===== config.mk =====
export PLATFORM = sky130hd
export DESIGN_NAME = ksa_pipe
export DESIGN_NICKNAME = d
export VERILOG_FILES = /design/src/rtl/ksa_pkg.sv /design/src/rtl/ksa_prefix_stage.sv /design/src/rtl/ksa_pipe.sv
export SDC_FILE = /design/constraint.sdc
export NUM_CORES = 1
export LEC_CHECK = 0
export BUFFER_PORTS_ARGS = -buffer_cell sky130_fd_sc_hd__buf_2
export CAP_MARGIN = 15
export CORE_MARGIN = 2
export CORE_UTILIZATION = 40
export DETAILED_ROUTE_END_ITERATION = 10
export PLACE_DENSITY_LB_ADDON = 0.2
export SKIP_LAST_GASP = 1
export SLEW_MARGIN = 20
export SYNTH_ARGS = -nofsm -noshare
export SYNTH_HDL_FRONTEND = slang
export SYNTH_SLANG_ARGS = --single-unit

===== constraint.sdc =====
create_clock -name clk -period 3.6 [get_ports clk]
set_clock_uncertainty 0.05 [all_clocks]
set_input_delay 0.72 -clock clk [delete_from_list [all_inputs] [get_ports clk]]
set_output_delay 0.72 -clock clk [all_outputs]
set_load 0.1 [all_outputs]

===== src/rtl/ksa_pkg.sv =====
// Shared definitions for the pipelined Kogge-Stone adder: level count helper
// and the bundle that travels between prefix stages.
package ksa_pkg;

    // Widest operand the stage bundle can carry; bits above N stay zero.
    localparam int KSA_MAX_N = 128;

    typedef struct packed {
        logic                 valid;
        logic                 cin;
        logic [KSA_MAX_N-1:0] p;
        logic [KSA_MAX_N-1:0] g_grp;
        logic [KSA_MAX_N-1:0] p_grp;
    } ksa_stage_t;

    function automatic int ksa_levels(input int n);
        return $clog2(n);
    endfunction

endpackage


===== src/rtl/ksa_prefix_stage.sv =====
// One Kogge-Stone prefix level at distance DIST, followed by its pipeline
// register. The original p vector, cin and valid ride along untouched.
module ksa_prefix_stage
    import ksa_pkg::*;
#(
    parameter int N    = 32,
    parameter int DIST = 1
) (
    input  logic       clk,
    input  logic       reset,
    input  logic       en,
    input  ksa_stage_t stage_in,
    output ksa_stage_t stage_out
);

    ksa_stage_t nxt;

    always_comb begin
        nxt = stage_in;
        // Bits below DIST have no partner at i-DIST and keep their group terms.
        for (int i = DIST; i < N; i++) begin
            nxt.g_grp[i] = stage_in.g_grp[i] | (stage_in.p_grp[i] & stage_in.g_grp[i-DIST]);
            nxt.p_grp[i] = stage_in.p_grp[i] & stage_in.p_grp[i-DIST];
        end
    end

    always_ff @(posedge clk) begin
        if (!reset) begin
            stage_out <= '0;
        end else if (en) begin
            stage_out <= nxt;
        end
    end

endmodule


===== src/rtl/ksa_pipe.sv =====
// Pipelined, flow-controlled Kogge-Stone adder: pg stage, LEVELS prefix
// stages and a sum/carry output register, all under one global stall.
module ksa_pipe
    import ksa_pkg::*;
#(
    parameter int N      = 32,
    parameter int LEVELS = ksa_levels(N)
) (
    input  logic         clk,
    input  logic         reset,
    input  logic         in_valid,
    output logic         in_ready,
    input  logic [N-1:0] a,
    input  logic [N-1:0] b,
    input  logic         cin,
    output logic         out_valid,
    input  logic         out_ready,
    output logic [N-1:0] s,
    output logic         cout
);

    // Handshake: a transfer happens on a clk edge where valid & ready are both
    // high. The whole pipe advances only when the output slot is empty or is
    // being consumed, so in_ready is that advance condition.
    logic adv;

    ksa_stage_t   stage0_nxt;
    ksa_stage_t   stage0_q;
    ksa_stage_t   chain [LEVELS+1];
    logic [N-1:0] g_top;
    logic [N-1:0] p_top;
    logic [N-1:0] carry;
    logic         unused_final;

    assign adv      = ~out_valid | out_ready;
    assign in_ready = adv;

    always_comb begin
        stage0_nxt                = '0;
        stage0_nxt.valid          = in_valid;
        stage0_nxt.cin            = cin;
        stage0_nxt.p[N-1:0]       = a ^ b;
        stage0_nxt.p_grp[N-1:0]   = a ^ b;
        stage0_nxt.g_grp[N-1:0]   = a & b;
        // Fold cin into bit 0 so the prefix tree yields carries including cin.
        stage0_nxt.g_grp[0]       = (a[0] & b[0]) | ((a[0] ^ b[0]) & cin);
    end

    always_ff @(posedge clk) begin
        if (!reset) begin
            stage0_q <= '0;
        end else if (adv) begin
            stage0_q <= stage0_nxt;
        end
    end

    assign chain[0] = stage0_q;

    for (genvar k = 0; k < LEVELS; k++) begin : g_level
        ksa_prefix_stage #(
            .N    (N),
            .DIST (1 << k)
        ) u_stage (
            .clk       (clk),
            .reset     (reset),
            .en        (adv),
            .stage_in  (chain[k]),
            .stage_out (chain[k+1])
        );
    end

    assign g_top        = chain[LEVELS].g_grp[N-1:0];
    assign p_top        = chain[LEVELS].p[N-1:0];
    assign carry        = {g_top[N-2:0], chain[LEVELS].cin};
    assign unused_final = ^chain[LEVELS];

    always_ff @(posedge clk) begin
        if (!reset) begin
            out_valid <= 1'b0;
            s         <= '0;
            cout      <= 1'b0;
        end else if (adv) begin
            out_valid <= chain[LEVELS].valid;
            s         <= p_top ^ carry;
            cout      <= g_top[N-1];
        end
    end

endmodule


==> flow_summary.toml <==
[outcome]
status = "finished, final reports clean"

[final_layout]
multi_input_area_um2 = 8580
fillers = 5029
diodes = 0
drive_gt1_share_pct = 8.44
nNetsFinal = 2420
ff_latch_area_um2 = 10600
area_growth_pct = 11.8

[synthesis]
synth_compound_area_share_pct = 24.9
ys.warnings.count = 0
synth_top_family_by_area = "compound AO/OA/AOI/OAI gates"
netlist_area_um2 = 20100
synth_nets = 2421
yosysSeqAreaShare_pct = 52.5
post_synth_fa_ha_maj_area_fraction_pct = 1.99
synth-seq-cells = 528
yosys.area_share.simple_pct = 14.3
synth.avg_cell_area_um2 = 8.67
synthCells = 2320
synth_cell_types = 17
synth_xor_xnor_area_share_pct = 1.39
synth_mux_area_share_pct = 0

[sta]
tightest_slew_ps = 989
finalSetupViolations = 0
rsz0062_at_grt = "false"
maxSlewHeadroom_pct = 34.1
tns_ps = 0
fmax_ghz = 0.363
hold_viol_final = 0
post-route-period-util_pct = 76.6
fin_crit_ps = 2760
finalMaxSlewViolations = 0

[clock_network]
root_buffer = "clkbuf_16"
ctsHoldBuffers = 0
postCtsResizedCells = 0
clkSinkCount = 528
post_cts_buffers = 0
clkTransAtPathRegs_ps = 60
cts_made_buffers = 55
clkLatencyLatePin_ps = 600
cts.htree.levels = 2
clockBufferDepth = 3
cts_tree = "built"

[global_route]
grtUsageTotal_pct = 17.7
use_met2_pct = 25.3
antenna_found_initial = 0
grt_pass1_wl_mm = 76.3
grt_max_degree = 208
grt_pass1_vias = 14000
globalRouteOverflowTotal = 0
top_usage_layer = "met1"
use_met1_pct = 27.2
use_met3_pct = 2.48

[power_and_ir_drop]
p_int_mw = 9.48
powerDensity_nw_per_um2 = 541
swShare_pct = 22.0
p_clk_share_pct = 45.8
peakVddDrop_mv = 0.410
total_power_mw = 12.2
switchingPower_mw = 2.68
p_leak_nw = 7.90
p_seq_share_pct = 50.4
pwr-share-comb_pct = 3.8

[setup_path]
cp_slowest_stage_delay_ps = 430
startpoint_type = "register"
cp_max_fo = 179
critical_path.endpoint_type = "primary output"
crit_required_ps = 2830
crit_type = "register to primary output"
path_buf_inv = 2
crit_chain = "nor2b_4 -> clkinv_16 -> buf_2"
critical-path-top-delay-family = "buffers and inverters"
critical_path_depth = 3
slowest_stage = "buf_2"
r2r_cells = 5
arrival_ps = 1990

[drt]
wl_mm = 47.3
ant_nets = 0
drtIter0Drc = 1106
wire_per_inst_um = 15.6
vias = 15300
viasPerCell = 5.04
drt-pass1-iter-count = 5
drc = 0

[job]
cap_violations = 0

[floorplan]
initial_core_util_pct = 40.4
die_h_um = 228
fp-row-count = 82
die_w_um = 228
die_area_um2 = 52100
core_um2 = 49900
io_pins = 104

[placed_design]
io_buffer_count = 103
gp_congestion = 0.791
dp_hpwl_mm = 29.8

[min_path]
hold_path.class = "input port to register"
holdPathStages = 3
routing by layer:
metal	vias up	share of wire [%]
met3	56	4.6
met5	-	0
met1	7092	52
li1	7858	-
met2	282	41
met4	0	2.3
cells by family (layout without fill, tap and decap cells):
logic type               after synthesis  in the layout
adder cells (fa/ha/maj)               32             32
XOR/XNOR                              32             32
buffers and inverters                177            216
flip-flops                           528            528
AND/OR/NAND/NOR                      731            731
AO/OA/AOI/OAI                        820            820
layout by cell type (no fill, tap or decap), types with 55 or more instances in the layout:
cell / instances
dfxtp_1: 528
a21oi_1: 292
a21boi_1: 177
a21boi_0: 188
buf_2: 102
clkbuf_16: 55
nand3_1: 98
nand2_1: 632
o21ai_0: 144
path summary, 6_finish.rpt:
kind | startpoint | endpoint | slack (ps)
hold / removal | in_valid | chain[2315]$_SDFFE_PN0P_ | 340
setup reg to reg | out_valid$_SDFFE_PN0P_ | g_level[2].u_stage.stage_out[15]$_SDFFE_PN0P_ | 1370
hold reg to reg | g_level[0].u_stage.stage_out[281]$_SDFFE_PN0P_ | g_level[0].u_stage.stage_out[281]$_SDFFE_PN0P_ | 400
setup / recovery | out_valid$_SDFFE_PN0P_ | in_ready | 840
registers in the layout, indices dropped and copies added, names as in the netlist:
name and flops:
chain 66, g_level.u_stage.stage_out 428, cout 1, s 32, out_valid 1
power groups by stage:
stage	Combinational (mW)	Clock [mW]	Sequential, mW
3_3_place_gp	0.448	0	6.26
5_1_grt	0.522	5.94	6.15
3_5_place_dp	0.453	0	6.26
4_1_cts	0.461	5.69	6.13
6_report	0.457	5.58	6.13
2_1_floorplan	0.311	0	6.21
area by class of cell:
| type | count | area share (%) |
|---|---|---|
| clock buffers | 83 | 7.03 |
| clock inverters | 14 | 0.795 |
| inverters | 1 | 0.133 |
| multi-input cells | 1615 | 38.1 |
| flip-flops and latches | 528 | 47.0 |
| well taps | 672 | 3.74 |
| repair buffers | 118 | 3.22 |
cells in the mapped netlist (all sizes together):
cell type | n | area (um2)
a21boi | 365 | 2740
a21oi | 292 | 1460
buf | 116 | 747
clkbuf | 60 | 225
dfxtp | 528 | 10600
ha | 32 | 400
inv | 1 | 8.76
nand2 | 632 | 2370
nand3 | 98 | 490
nor2b | 1 | 8.76
o21a | 1 | 7.51
o21ai | 162 | 811
xnor2 | 32 | 280
worst register-to-register path: stages, from the launching register on:
cell,delay [ps]
dfxtp_1,330
nor2b_4,300
buf_4,350
buf_12,630
nand2_1,310
a21boi_0,200
through the flow:
stage	hold slack (ps)	setup slack, ps	util [%]	instances	instance area (um2)
after floorplan	381	1000	-	2320	20100
after CTS	305	774	45.1	3031	22500
after global routing	335	704	45.1	3031	22500
after detailed placement	392	902	41.6	2934	20700
final	336	844	45.1	3031	22500
after global placement	386	916	41.6	2934	20700
Power figures use the tool's default switching activity.
